$ cat config.mk
export PLATFORM = sky130hd
export DESIGN_NAME = vend_credit_ctrl
export DESIGN_NICKNAME = d
export VERILOG_FILES = /design/src/rtl/vend_credit_ctrl.sv
export SDC_FILE = /design/constraint.sdc
export NUM_CORES = 1
export LEC_CHECK = 0
export CAP_MARGIN = 40
export CELL_PAD_IN_SITES_DETAIL_PLACEMENT = 0
export CELL_PAD_IN_SITES_GLOBAL_PLACEMENT = 1
export CORE_ASPECT_RATIO = 1.25
export CORE_MARGIN = 2
export CORE_UTILIZATION = 36
export CTS_CLUSTER_DIAMETER = 50
export DETAILED_ROUTE_END_ITERATION = 6
export GPL_TIMING_DRIVEN = 0
export PLACE_DENSITY = 0.91
export SLEW_MARGIN = 25
export SYNTH_ARGS = -nofsm -noshare
export SYNTH_HDL_FRONTEND = slang
export SYNTH_SLANG_ARGS = --single-unit
$ cat constraint.sdc
create_clock -name clk -period 2.5 [get_ports clk]
set_input_delay 0.75 -clock clk [delete_from_list [all_inputs] [get_ports clk]]
set_output_delay 0.75 -clock clk [all_outputs]
set_load 0.02 [all_outputs]
$ cat src/rtl/vend_credit_ctrl.sv
// Credit/purchase sequencer for the vending machine: time-shares one external 5-bit adder
// across coin accumulation, price check and greedy change payout. Optional stock: VEND_STOCK_EN.
module vend_credit_ctrl #(
    parameter int unsigned PRICE      = 15,
    parameter int unsigned STOCK_INIT = 8
) (
    input  logic       clk,
    input  logic       rst,
    input  logic       coin_1,
    input  logic       coin_5,
    input  logic       coin_10,
    input  logic       buy,
    input  logic       cancel,
    input  logic       restock,
    output logic [4:0] add_a,
    output logic [4:0] add_b,
    output logic       add_sub,
    input  logic [4:0] add_s,
    input  logic       add_c,
    output logic [4:0] credit,
    output logic       busy,
    output logic       coin_reject,
    output logic       deny,
    output logic       dispense,
    output logic       change_10,
    output logic       change_5,
    output logic       change_1,
    output logic       sold_out
);

    typedef enum logic [2:0] {StIdle, StAdd, StChk, StDisp, StChg} state_e;

    localparam logic [4:0] PriceVal = 5'(PRICE);

    state_e     state_q, state_d;
    logic [4:0] credit_q, credit_d;
    logic [4:0] coin_val_q, coin_val_d;
    logic [4:0] ptr_q, ptr_d;
    logic       coin_reject_q, coin_reject_d;
    logic       deny_q, deny_d;
    logic       dispense_q, dispense_d;
    logic       change_10_q, change_10_d;
    logic       change_5_q, change_5_d;
    logic       change_1_q, change_1_d;
    logic [1:0] coin_cnt;
    logic       stock_empty;

`ifdef VEND_STOCK_EN
    localparam logic [3:0] StockInit = 4'(STOCK_INIT);
    logic [3:0] stock_q, stock_d;
    assign stock_empty = (stock_q == 4'd0);
`else
    logic unused_restock;
    assign unused_restock = restock;
    assign stock_empty    = 1'b0;
`endif

    assign coin_cnt = {1'b0, coin_1} + {1'b0, coin_5} + {1'b0, coin_10};

    always_comb begin
        state_d       = state_q;
        credit_d      = credit_q;
        coin_val_d    = coin_val_q;
        ptr_d         = ptr_q;
        coin_reject_d = 1'b0;
        deny_d        = 1'b0;
        dispense_d    = 1'b0;
        change_10_d   = 1'b0;
        change_5_d    = 1'b0;
        change_1_d    = 1'b0;
        add_b         = 5'd0;
        add_sub       = 1'b0;
`ifdef VEND_STOCK_EN
        stock_d       = stock_q;
`endif
        unique case (state_q)
            StIdle: begin
                if (coin_cnt > 2'd1) begin
                    coin_reject_d = 1'b1;
                end else if (coin_cnt == 2'd1) begin
                    coin_val_d = coin_10 ? 5'd10 : (coin_5 ? 5'd5 : 5'd1);
                    state_d    = StAdd;
                end else if (buy) begin
                    if (stock_empty) deny_d  = 1'b1;
                    else             state_d = StChk;
                end else if (cancel && credit_q != 5'd0) begin
                    ptr_d   = 5'd10;
                    state_d = StChg;
                end
`ifdef VEND_STOCK_EN
                if (restock) stock_d = StockInit;
`endif
            end
            StAdd: begin
                add_b = coin_val_q;
                // Carry-out on an add means the sum no longer fits in 5 bits.
                if (!add_c) credit_d      = add_s;
                else        coin_reject_d = 1'b1;
                state_d = StIdle;
            end
            StChk: begin
                add_b   = PriceVal;
                add_sub = 1'b1;
                if (add_c) begin
                    credit_d = add_s;
                    state_d  = StDisp;
                end else begin
                    deny_d  = 1'b1;
                    state_d = StIdle;
                end
            end
            StDisp: begin
                dispense_d = 1'b1;
`ifdef VEND_STOCK_EN
                stock_d    = stock_q - 4'd1;
`endif
                if (credit_q != 5'd0) begin
                    ptr_d   = 5'd10;
                    state_d = StChg;
                end else begin
                    state_d = StIdle;
                end
            end
            StChg: begin
                add_b   = ptr_q;
                add_sub = 1'b1;
                if (add_c) begin
                    credit_d = add_s;
                    if (ptr_q == 5'd10)     change_10_d = 1'b1;
                    else if (ptr_q == 5'd5) change_5_d  = 1'b1;
                    else                    change_1_d  = 1'b1;
                    if (add_s == 5'd0) state_d = StIdle;
                end else begin
                    ptr_d = (ptr_q == 5'd10) ? 5'd5 : 5'd1;
                end
            end
            default: state_d = StIdle;
        endcase
        // Coins cannot be credited while the adder is owned by another job.
        if (state_q != StIdle && coin_cnt != 2'd0) coin_reject_d = 1'b1;
    end

    always_ff @(posedge clk or posedge rst) begin
        if (rst) begin
            state_q       <= StIdle;
            credit_q      <= 5'd0;
            coin_val_q    <= 5'd0;
            ptr_q         <= 5'd10;
            coin_reject_q <= 1'b0;
            deny_q        <= 1'b0;
            dispense_q    <= 1'b0;
            change_10_q   <= 1'b0;
            change_5_q    <= 1'b0;
            change_1_q    <= 1'b0;
        end else begin
            state_q       <= state_d;
            credit_q      <= credit_d;
            coin_val_q    <= coin_val_d;
            ptr_q         <= ptr_d;
            coin_reject_q <= coin_reject_d;
            deny_q        <= deny_d;
            dispense_q    <= dispense_d;
            change_10_q   <= change_10_d;
            change_5_q    <= change_5_d;
            change_1_q    <= change_1_d;
        end
    end

`ifdef VEND_STOCK_EN
    always_ff @(posedge clk or posedge rst) begin
        if (rst) stock_q <= StockInit;
        else     stock_q <= stock_d;
    end
`endif

    assign add_a       = credit_q;
    assign credit      = credit_q;
    assign busy        = (state_q != StIdle);
    assign coin_reject = coin_reject_q;
    assign deny        = deny_q;
    assign dispense    = dispense_q;
    assign change_10   = change_10_q;
    assign change_5    = change_5_q;
    assign change_1    = change_1_q;
    assign sold_out    = stock_empty;

endmodule
==> Implementation_results.wiki, run 1 <==
{| class="wikitable"
! Metric !! Value
|-
| Pin count of the biggest net entering global routing || 21
|-
| Final Wtd Congestion || 0.8678
|-
| # DRC || 0
|-
| Floorplan die height || 67.63 um
|-
| Post-synthesis sequential area ratio || 43.03%
|-
| Peak supply drop || 0.0006441 V
|-
| WP data arrival || 1.69 ns
|-
| Post-route clock period utilization || 97.48%
|-
| Placed wire-length estimate after detailed placement || 2190 um
|-
| Final hold slack || 0.4905 ns
|-
| Slack of the worst reg-to-reg path || 0.93 ns
|-
| Proportion of total power due to net switching || 40.06%
|-
| Register bit total from synthesis || 20
|-
| Total routing usage reported by global routing || 17.85%
|-
| Worst-skew pair later-pin latency || 0.26 ns
|-
| Leakage || 0.7451 nW
|-
| Clock Skews || 0.004797 ns
|-
| Hold path cells || 2
|-
| Area of the multi-input gates || 560.5 um^2
|-
| Gr ovfl total || 0
|-
| Std-Cell Rows || 23
|-
| Hold_sp || coin_val_q[2]$_DFFE_PP0P_
|-
| Number of top-level pins || 38
|-
| Bufs on Longest Clock Path || 2
|-
| Number of nets with antenna violations after detailed routing || 0
|-
| CTS clock-pin slew for the worst setup and hold paths || 0.08 ns
|-
| Total Die Area || 3713 um^2
|-
| Final Critical Period || 2.437 ns
|-
| First drt pass iteration count || 4
|-
| Result of the run || complete, no violations
|-
| Worst path max stage delay || 0.34 ns
|-
| CTS tree || built
|-
| Async set-or-reset flop fraction in the synthesized netlist || 100.0%
|-
| Total routed wirelength || 2975 um
|-
| Gate count after technology mapping || 127
|-
| Share of cells above drive strength 1 || 18.56%
|-
| Max Clk Rate || 410.3 MHz
|-
| Total number of nets in the final design || 183
|-
| Non-filler cells in the finished layout || 204
|-
| Total power divided by cell area || 1239 nW/um^2
|-
| Number of max-cap violations || 0
|-
| Most used flip-flop cell after synthesis || dfrtp_1
|-
| Area overhead of the layout relative to synthesis || 42.60%
|-
| Worst setup path startpoint || state_q[2]$_DFFE_PP0P_
|-
| Setup-failing EPs final || 0
|-
| Wirelength per Cell || 14.58 um
|-
| Worst path most repeated cell || buf_6
|-
| Cell internal pwr || 1.235 mW
|-
| Level count of the clock H-tree || 1
|-
| Reg2reg start || state_q[1]$_DFFE_PP0P_
|-
| Unique masters post-synth || 36
|-
| CP delay by family, top || buffers and inverters
|-
| Fillers || 310
|-
| Area used by sequential logic in the layout || 501.7 um^2
|-
| First-pass GRT wire length || 4912 um
|-
| Count of flip-flops with a built-in enable after synthesis || 0
|-
| Worst-path fanout max || 10
|-
| Data required time of the critical path || 1.75 ns
|-
| Number of warnings printed during yosys synthesis || 0
|-
| Core Area || 3166 um^2
|-
| Class of the worst hold path || flop to flop
|-
| RSZ-0062 raised after global routing || true
|-
| Antenna violations before repair || 0
|-
| Diode count || 0
|-
| WHS Endpoint || coin_val_q[2]$_DFFE_PP0P_
|-
| Combinational power share || 57.7%
|-
| I/O Buffers || 33
|-
| Vias in the first global route || 1097
|-
| Number of pins with negative max-slew slack in the final report || 0
|-
| CP Capture Type || primary output
|-
| Crit-path cells || buf_6, buf_6, nor2b_4, a21oi_1, o21ai_1, buf_4, clkdlybuf4s15_2
|-
| Commonest non-fill, non-tap cell in the layout || clkdlybuf4s50_1
|-
| Netlist Area Pre-Place || 1166 um^2
|-
| Die outline width || 54.91 um
|-
| Average cell area after synthesis || 9.182 um^2
|-
| Number of buffers created by CTS || 3
|-
| Number of cells on the worst reg-to-reg path || 6
|-
| Switching Power || 0.8257 mW
|-
| DP Cell Count || 198
|-
| Vias || 1115
|-
| Number of hold buffers added after CTS || 0
|-
| Vias per cell || 5.466
|-
| End of the worst register-to-register path || add_a[1]$_DFFE_PP0P_
|-
| Worst path buffer plus inverter count || 4
|-
| Part of the total power dissipated in sequential elements || 26.4%
|-
| Fraction of power consumed by the clock network || 15.8%
|-
| Master cell of the clock root buffer || clkbuf_8
|-
| Number of hold violations in the final report || 0
|-
| CP max-delay cell || dfrtp_1
|-
| Critical Path Source Type || flop
|-
| Most frequent cells in the layout || clkdlybuf4s50_1, dfrtp_1, buf_4, nand2_1, a21oi_1
|-
| Sinks on Clock Net || 20
|-
| Starting density of the core || 36.84%
|-
| Detailed router's first-iteration violation count || 35
|-
| Setup CP Type || flop to primary output
|}
routing by layer:
metal	global-route usage, %	vias to the layer above	share of wire, %
met5	0	-	0
met4	5.183	0	0.64
met3	1.770	2	6.6
met2	30.36	46	54
met1	23.54	540	39
li1	-	527	-
cell type report:
class / count / share of cell area, %
flip-flops and latches: 20 / 30.17
clock buffers: 3 / 2.483
repair buffers: 35 / 20.47
multi-input cells: 86 / 33.71
inverters: 5 / 1.354
well taps: 37 / 2.784
clock inverters: 1 / 1.806
plain buffers: 17 / 7.223
cells in the mapped netlist (all sizes together), types with 4 or more instances:
| library cell | n | share of area [%] |
|---|---|---|
| a21oi | 9 | 3.9 |
| and3 | 4 | 2.1 |
| buf | 14 | 8.5 |
| dfrtp | 19 | 41 |
| inv | 5 | 1.6 |
| nand2 | 10 | 3.2 |
| nor2 | 6 | 1.9 |
| nor3 | 4 | 1.7 |
| o21ai | 6 | 2.6 |
| o22a | 5 | 3.8 |
| o22ai | 7 | 4.3 |
| o32ai | 4 | 3.0 |
worst max path at each step:
| stage | end | slack (ns) | cells past startpoint |
|---|---|---|---|
| final | add_b[3] | 0.06 | 7 |
| after CTS | add_b[3] | 0.02 | 7 |
| after detailed placement | add_b[3] | -0.28 | 7 |
| after floorplan | add_b[3] | 0.03 | 6 |
| after global routing | add_b[3] | -0.03 | 7 |
| after global placement | add_b[3] | -0.31 | 7 |
worst register-to-register path, stage by stage, from the launching register on:
cell     delay (ns)
dfrtp_1        0.36
buf_2          0.18
or3b_1         0.35
buf_2          0.17
o22a_1         0.18
o22ai_1        0.14
a21oi_1        0.07
power groups by stage:
stage          Combinational, mW  Sequential (mW)  Clock (mW)
2_1_floorplan              0.680            0.597           0
3_3_place_gp                1.14            0.543           0
3_5_place_dp                1.17            0.552           0
4_1_cts                     1.16            0.545       0.331
5_1_grt                     1.30            0.563       0.345
6_report                    1.19            0.545       0.326
timing repair:
item                                    4_1_cts  5_1_grt
setup buffers                                 0        1
endpoints found under the setup margin        6        4
gates cloned                                  0        0
hold endpoints to repair                      0        0
resized for setup                            18        8
through the flow:
stage	setup TNS, ns	worst slack, ns	area (um^2)	total power, mW	util (%)
2_1_floorplan	0	0.03463	1170	1.277	-
3_3_place_gp	-0.7586	-0.3116	1546	1.686	48.85
3_5_place_dp	-0.6643	-0.2777	1546	1.725	48.85
4_1_cts	0	0.01613	1630	2.040	51.50
5_1_grt	-0.04438	-0.02508	1663	2.204	52.53
6_report	0	0.06292	1663	2.061	52.53
sequential cells by signal, summed over array words and instances (netlist names):
name         count
state_q          3
add_a            5
change_10        1
change_5         1
coin_val_q       3
coin_reject      1
ptr_q            3
deny             1
dispense         1
change_1         1
kinds of logic (layout without fill, tap and decap cells):
| kind of cell | Yosys count | count (layout) | synth area share (%) |
|---|---|---|---|
| simple gates | 41 | 41 | 18.46 |
| compound gates | 38 | 38 | 22.00 |
| buf+inv | 22 | 61 | 11.05 |
| flops | 20 | 20 | 43.03 |
| mux | 3 | 3 | 2.682 |
| fa+ha+maj | 1 | 1 | 1.717 |
| other cells | 1 | 2 | 0.3216 |
| xor+xnor | 1 | 1 | 0.7512 |
Power figures use the tool's default switching activity.
==> run 2, diff against run 1 <==
- PLACE_DENSITY: 0.91 -> not set
- PLACE_DENSITY_LB_ADDON: not set -> 0.08
- TNS_END_PERCENT: not set -> 50
==> run 2 against run 1 <==
Hold slack gained 0.019 ns. Clock skew fell by 0.0020 ns. Sequential power hardly changed. Maximum frequency decreased by 0.15%. Critical path depth decreased by 1. Global-route usage is 0.066 points higher. Clock power about the same. Total power is 1.2% lower. Critical path type unchanged. Largest cell class unchanged. Highest routed layer unchanged.
==> Implementation_results.wiki, run 2 (synthesis results as in run 1) <==
{| class="wikitable"
! Metric !! Value
|-
| Final setup slack of the worst path || 0.05930 ns (was 0.06292 ns)
|-
| Vias in the first global route || 1053 (was 1097)
|-
| Most frequent cells in the layout || clkdlybuf4s50_1, dfrtp_1, buf_4, nand2_1, a21oi_1 (unchanged)
|-
| CP Capture Type || primary output (unchanged)
|-
| Number of buffers created by CTS || 3 (unchanged)
|-
| Area of the multi-input gates || 560.5 um^2 (unchanged)
|-
| Post-Route Setup TNS || 0 ns (unchanged)
|-
| Max reg flops || 5 (unchanged)
|-
| WP data arrival || 1.69 ns (about the same)
|-
| Core Area || 3166 um^2 (unchanged)
|-
| Diode count || 0 (unchanged)
|-
| Antenna violations before repair || 0 (unchanged)
|-
| Pin count of the biggest net entering global routing || 21 (unchanged)
|-
| Result of the run || complete, no violations (unchanged)
|-
| Detailed router's first-iteration violation count || 23 (was 35)
|-
| Max Clk Rate || 409.7 MHz (was 410.3 MHz)
|-
| Master cell of the clock root buffer || clkbuf_8 (unchanged)
|-
| Setup CP Type || flop to primary output (unchanged)
|-
| Number of nets with antenna violations after detailed routing || 0 (unchanged)
|-
| CP Capture Point || add_b[1] (was add_b[3])
|-
| Area overhead of the layout relative to synthesis || 41.42% (was 42.60%)
|-
| First-pass GRT wire length || 4885 um (was 4912 um)
|-
| Fillers || 322 (was 310)
|-
| Reg2reg start || state_q[1]$_DFFE_PP0P_ (unchanged)
|-
| Vias per cell || 5.212 (was 5.466)
|-
| Final Critical Period || 2.441 ns (was 2.437 ns)
|-
| Number of hold violations in the final report || 0 (unchanged)
|-
| Number of cells on the worst reg-to-reg path || 6 (unchanged)
|-
| CTS tree || built (unchanged)
|-
| Std-Cell Rows || 23 (unchanged)
|-
| Number of top-level pins || 38 (unchanged)
|-
| Worst path most repeated cell || buf_6 (unchanged)
|-
| Clock Skews || 0.002765 ns (was 0.004797 ns)
|-
| Final hold slack || 0.5096 ns (was 0.4905 ns)
|-
| Data required time of the critical path || 1.75 ns (about the same)
|-
| Slack of the worst reg-to-reg path || 0.91 ns (was 0.93 ns)
|-
| Share of cells above drive strength 1 || 16.87% (was 18.56%)
|-
| Total routing usage reported by global routing || 17.91% (was 17.85%)
|-
| Vias || 1058 (was 1115)
|-
| Worst-path fanout max || 10 (unchanged)
|-
| First drt pass iteration count || 4 (unchanged)
|-
| End of the worst register-to-register path || add_a[0]$_DFFE_PP0P_ (was add_a[1]$_DFFE_PP0P_)
|-
| I/O Buffers || 33 (unchanged)
|-
| Commonest non-fill, non-tap cell in the layout || clkdlybuf4s50_1 (unchanged)
|-
| Gr ovfl total || 0 (unchanged)
|-
| CTS clock-pin slew for the worst setup and hold paths || 0.08 ns (about the same)
|-
| Starting density of the core || 36.84% (unchanged)
|-
| Crit-path cells || buf_6, buf_6, nor2b_4, a21oi_1, o21ai_1, clkdlybuf4s15_1 (was buf_6, buf_6, nor2b_4, a21oi_1, o21ai_1, buf_4, clkdlybuf4s15_2)
|-
| Final Wtd Congestion || 0.8147 (was 0.8678)
|-
| Bufs on Longest Clock Path || 2 (unchanged)
|-
| Worst-skew pair later-pin latency || 0.26 ns (about the same)
|-
| Wirelength per Cell || 14.31 um (was 14.58 um)
|-
| Leakage || 0.7429 nW (was 0.7451 nW)
|-
| Worst path max stage delay || 0.36 ns (was 0.34 ns)
|-
| Floorplan die height || 67.63 um (unchanged)
|-
| Setup-failing EPs final || 0 (unchanged)
|-
| Class of the worst hold path || flop to flop (unchanged)
|-
| Total routed wirelength || 2904 um (was 2975 um)
|-
| Placed cell area || 1546 um^2 (unchanged)
|-
| Area used by sequential logic in the layout || 501.7 um^2 (unchanged)
|-
| Utilization of the core after routing || 52.09% (was 52.53%)
|-
| Worst setup path startpoint || state_q[2]$_DFFE_PP0P_ (unchanged)
|-
| Post-route clock period utilization || 97.63% (was 97.48%)
|-
| CP max-delay cell || dfrtp_1 (unchanged)
|-
| Number of pins with negative max-slew slack in the final report || 0 (unchanged)
|-
| Final std cell area, no fill || 1649 um^2 (was 1663 um^2)
|-
| Level count of the clock H-tree || 1 (unchanged)
|-
| Critical Path Source Type || flop (unchanged)
|-
| Peak supply drop || 0.0005987 V (was 0.0006441 V)
|-
| # DRC || 0 (unchanged)
|-
| Sinks on Clock Net || 20 (unchanged)
|-
| Placed wire-length estimate after detailed placement || 2137 um (was 2190 um)
|-
| Post CTS Setup Buffer Count || 0 (unchanged)
|-
| Total number of nets in the final design || 182 (was 183)
|-
| Total power divided by cell area || 1235 nW/um^2 (was 1239 nW/um^2)
|-
| RSZ-0062 raised after global routing || false (was true)
|-
| Total Die Area || 3713 um^2 (unchanged)
|-
| Number of max-cap violations || 0 (unchanged)
|-
| Die outline width || 54.91 um (unchanged)
|-
| Post-placement setup slack || -0.3049 ns (was -0.2777 ns)
|-
| Number of hold buffers added after CTS || 0 (unchanged)
|}
==> run 2: cell types whose count changed in the layout (fill, tap and decap cells not counted), sizes merged <==
cell,previous run,this run
clkbuf,7,6
clkinvlp,1,0
inv,4,5
==> run 2: area by class of cell <==
type                       instances  share of cell area, %
buffer                            17                  7.284
clock buffer                       3                  2.504
clock inverter                     1                  1.821
inverter                           5                  1.138
multi-input combinational         86                  33.99
sequential                        20                  30.42
tap                               37                  2.807
timing repair buffer              34                  20.03
==> run 2: worst max-delay path: cells and delay by family, from the launching register on <==
family          cells  cell delay (ns)
buf+inv             3             0.60
flops               1             0.36
compound gates      2             0.27
simple gates        1             0.20
==> run 2: worst min path at each step <==
| stage | cells after the start | endpoint | start | slack [ns] |
|---|---|---|---|---|
| after floorplan | 2 | coin_val_q[2]$_DFFE_PP0P_ | coin_val_q[2]$_DFFE_PP0P_ | 0.45 |
| after global placement | 2 | coin_val_q[2]$_DFFE_PP0P_ | coin_val_q[2]$_DFFE_PP0P_ | 0.47 |
| after detailed placement | 2 | coin_val_q[2]$_DFFE_PP0P_ | coin_val_q[2]$_DFFE_PP0P_ | 0.50 |
| after CTS | 2 | ptr_q[1]$_DFFE_PP1P_ | ptr_q[1]$_DFFE_PP1P_ | 0.52 |
| after global routing | 1 | coin_val_q[1]$_DFFE_PP0P_ | coin_val_q[1]$_DFFE_PP0P_ | 0.54 |
| final | 2 | coin_val_q[2]$_DFFE_PP0P_ | coin_val_q[2]$_DFFE_PP0P_ | 0.51 |
==> run 2: what timing repair did <==
item                                    in CTS  in global routing
endpoints found under the setup margin       5                  4
gates resized for setup                     18                  7
pin swaps                                    0                  2
==> run 2: stage by stage <==
step                power (mW)  instances
detailed placement       1.716        198
global route             2.188        203
global placement         1.698        198
finish                   2.036        203
floorplan                1.277        128
CTS                      2.036        202
==> run 2: metal layers <==
metal	wire (um)	global-route usage (%)	share of wire (%)	vias up
met4	11	3.963	0.38	0
met1	1256	22.88	43	492
li1	-	-	-	522
met3	169	2.655	5.8	2
met2	1467	31.25	51	42
met5	0	0	0	-
==> run 2: power breakdown <==
group	leakage, nW	internal, mW	switching (mW)
sequential	0.252	0.445	0.103
combinational	0.455	0.570	0.595
clock	0.0357	0.214	0.110
total	0.743	1.23	0.808
==> run 3, diff against run 2 <==
==> constraint.sdc (replaced) <==
create_clock -name clk -period 2.5 [get_ports clk]
set_input_delay 0.25 -clock clk [delete_from_list [all_inputs] [get_ports clk]]
set_output_delay 0.25 -clock clk [all_outputs]
set_load 0.02 [all_outputs]
==> run 3 against run 2 <==
Maximum frequency grew 1.3%. First-iteration DRC count decreased by 4.3%. Utilization down 0.24 points. Largest cell class unchanged. Critical path depth is 1 higher. Largest power group unchanged. Sequential cell count unchanged. Final area decreased by 0.46%. Sequential share of layout area increased by 0.14 points. Sequential power about the same. Die area stayed put.
==> Implementation_results.wiki, run 3 (synthesis results as in run 1) <==
{| class="wikitable"
! Metric !! Value
|-
| First drt pass iteration count || 4 (unchanged)
|-
| Slack of the worst reg-to-reg path || 0.92 ns (was 0.91 ns)
|-
| Utilization of the core after routing || 51.86% (was 52.09%)
|-
| Fraction of power consumed by the clock network || 15.8% (was 15.9%)
|-
| Worst-skew pair later-pin latency || 0.25 ns (was 0.26 ns)
|-
| Setup-failing EPs final || 0 (unchanged)
|-
| Combinational power share || 57.5% (was 57.2%)
|-
| Level count of the clock H-tree || 1 (unchanged)
|-
| Peak supply drop || 0.0006096 V (was 0.0005987 V)
|-
| Share of cells above drive strength 1 || 14.46% (was 16.87%)
|-
| Diode count || 0 (unchanged)
|-
| Area overhead of the layout relative to synthesis || 40.77% (was 41.42%)
|-
| Max reg flops || 5 (unchanged)
|-
| Number of cells on the worst reg-to-reg path || 6 (unchanged)
|-
| Total power divided by cell area || 1248 nW/um^2 (was 1235 nW/um^2)
|-
| Final Critical Period || 2.409 ns (was 2.441 ns)
|-
| RSZ-0062 raised after global routing || false (unchanged)
|-
| Total number of nets in the final design || 182 (unchanged)
|-
| Vias || 1054 (was 1058)
|-
| Final hold slack || 0.2178 ns (was 0.5096 ns)
|-
| Data required time of the critical path || 2.25 ns (was 1.75 ns)
|-
| Starting density of the core || 36.84% (unchanged)
|-
| Fillers || 319 (was 322)
|-
| Total routing usage reported by global routing || 17.87% (was 17.91%)
|-
| Cell internal pwr || 1.250 mW (was 1.228 mW)
|-
| First-pass GRT wire length || 4871 um (was 4885 um)
|-
| Post-route clock period utilization || 96.36% (was 97.63%)
|-
| CTS tree || built (unchanged)
|-
| CTS clock-pin slew for the worst setup and hold paths || 0.08 ns (about the same)
|-
| Floorplan die height || 67.63 um (unchanged)
|-
| I/O Buffers || 33 (unchanged)
|-
| Bufs on Longest Clock Path || 2 (unchanged)
|-
| Number of hold violations in the final report || 0 (unchanged)
|-
| Detailed router's first-iteration violation count || 22 (was 23)
|-
| Number of buffers created by CTS || 3 (unchanged)
|-
| Sinks on Clock Net || 20 (unchanged)
|-
| Commonest non-fill, non-tap cell in the layout || clkdlybuf4s50_1 (unchanged)
|-
| Total Die Area || 3713 um^2 (unchanged)
|-
| Number of pins with negative max-slew slack in the final report || 0 (unchanged)
|-
| Result of the run || complete, no violations (unchanged)
|-
| Number of top-level pins || 38 (unchanged)
|-
| Core Area || 3166 um^2 (unchanged)
|-
| Number of max-cap violations || 0 (unchanged)
|-
| Max Clk Rate || 415.1 MHz (was 409.7 MHz)
|-
| Leakage || 0.7235 nW (was 0.7429 nW)
|-
| Placed wire-length estimate after detailed placement || 2137 um (unchanged)
|-
| Setup CP Type || flop to primary output (unchanged)
|-
| Final Wtd Congestion || 0.8147 (unchanged)
|-
| Class of the worst hold path || primary input to asynchronous set/reset pin (was flop to flop)
|-
| Number of hold buffers added after CTS || 0 (unchanged)
|-
| Std-Cell Rows || 23 (unchanged)
|-
| Post-Route Setup TNS || 0 ns (unchanged)
|-
| Total routed wirelength || 2886 um (was 2904 um)
|-
| Pin count of the biggest net entering global routing || 21 (unchanged)
|-
| Wirelength per Cell || 14.22 um (was 14.31 um)
|-
| WP data arrival || 2.16 ns (was 1.69 ns)
|-
| Critical Path Source Type || flop (unchanged)
|-
| Number of nets with antenna violations after detailed routing || 0 (unchanged)
|-
| Master cell of the clock root buffer || clkbuf_8 (unchanged)
|-
| Most frequent cells in the layout || clkdlybuf4s50_1, dfrtp_1, nand2_1, buf_4, a21oi_1 (was clkdlybuf4s50_1, dfrtp_1, buf_4, nand2_1, a21oi_1)
|-
| Gr ovfl total || 0 (unchanged)
|-
| Part of the total power dissipated in sequential elements || 26.7% (was 26.9%)
|-
| Proportion of total power due to net switching || 38.99% (was 39.68%)
|-
| # DRC || 0 (unchanged)
|-
| Vias in the first global route || 1053 (unchanged)
|-
| Antenna violations before repair || 0 (unchanged)
|-
| Switching Power || 0.7991 mW (was 0.8080 mW)
|-
| Vias per cell || 5.192 (was 5.212)
|-
| Clock Skews || 0.001176 ns (was 0.002765 ns)
|-
| End of the worst register-to-register path || add_a[0]$_DFFE_PP0P_ (unchanged)
|-
| Worst-path fanout max || 10 (unchanged)
|-
| CP Capture Type || primary output (unchanged)
|-
| Reg2reg start || state_q[1]$_DFFE_PP0P_ (unchanged)
|-
| Die outline width || 54.91 um (unchanged)
|}
run 3: area by class of cell:
cell class,count,area [um^2],area share (%)
multi-input cells,86,551.8,33.61
flip-flops and latches,20,501.7,30.56
repair buffers,34,341.6,20.81
plain buffers,17,110.1,6.707
well taps,37,46.29,2.820
clock buffers,3,41.29,2.515
clock inverters,1,30.03,1.829
inverters,5,18.77,1.143
run 3: metrics by stage:
step / setup WS [ns] / power, mW / cells / cell area [um^2]
after CTS: 0.003282 / 2.058 / 202 / 1625
final: 0.09092 / 2.049 / 203 / 1642
after floorplan: 0.5346 / 1.277 / 128 / 1170
after global routing: 0.02012 / 2.203 / 203 / 1642
after detailed placement: 0.1951 / 1.716 / 198 / 1546
after global placement: 0.2218 / 1.698 / 198 / 1546
run 3: how the worst max path moves through the flow:
stage                      startpoint        to  slack, ns  cells after the start
3_3_place_gp   state_q[2]$_DFFE_PP0P_  add_b[3]       0.22                      7
6_report       state_q[2]$_DFFE_PP0P_  add_b[3]       0.09                      7
5_1_grt        state_q[2]$_DFFE_PP0P_  add_b[3]       0.02                      7
3_5_place_dp   state_q[2]$_DFFE_PP0P_  add_b[3]       0.20                      7
2_1_floorplan  state_q[2]$_DFFE_PP0P_  add_b[3]       0.53                      6
4_1_cts        state_q[2]$_DFFE_PP0P_  add_b[3]      0.003                      7
run 3: power by group through the flow:
stage	Clock, mW	Combinational [mW]	Sequential (mW)
floorplan	0	0.680	0.597
global placement	0	1.15	0.544
detailed placement	0	1.16	0.554
CTS	0.333	1.18	0.547
global route	0.348	1.29	0.567
finish	0.323	1.18	0.547
run 3: metal layers:
metal	vias to the layer above	GRT usage [%]	wire length [um]
met5	-	0	0
met2	35	31.10	1477
met1	492	22.75	1229
li1	525	-	-
met4	0	3.963	11
met3	2	2.876	168
run 3: critical path, cell delays in order (launching register included):
cell             delay (ns)
dfrtp_1                0.36
buf_6                  0.13
buf_2                  0.22
nor2b_4                0.22
a21oi_1                0.08
o21ai_1                0.17
buf_4                  0.13
clkdlybuf4s50_1        0.59
run 3: timing repair:
action / in CTS / in global routing
setup endpoints to repair: 2 / 1
gates resized for setup: 2 / 2
setup buffers: 0 / 0
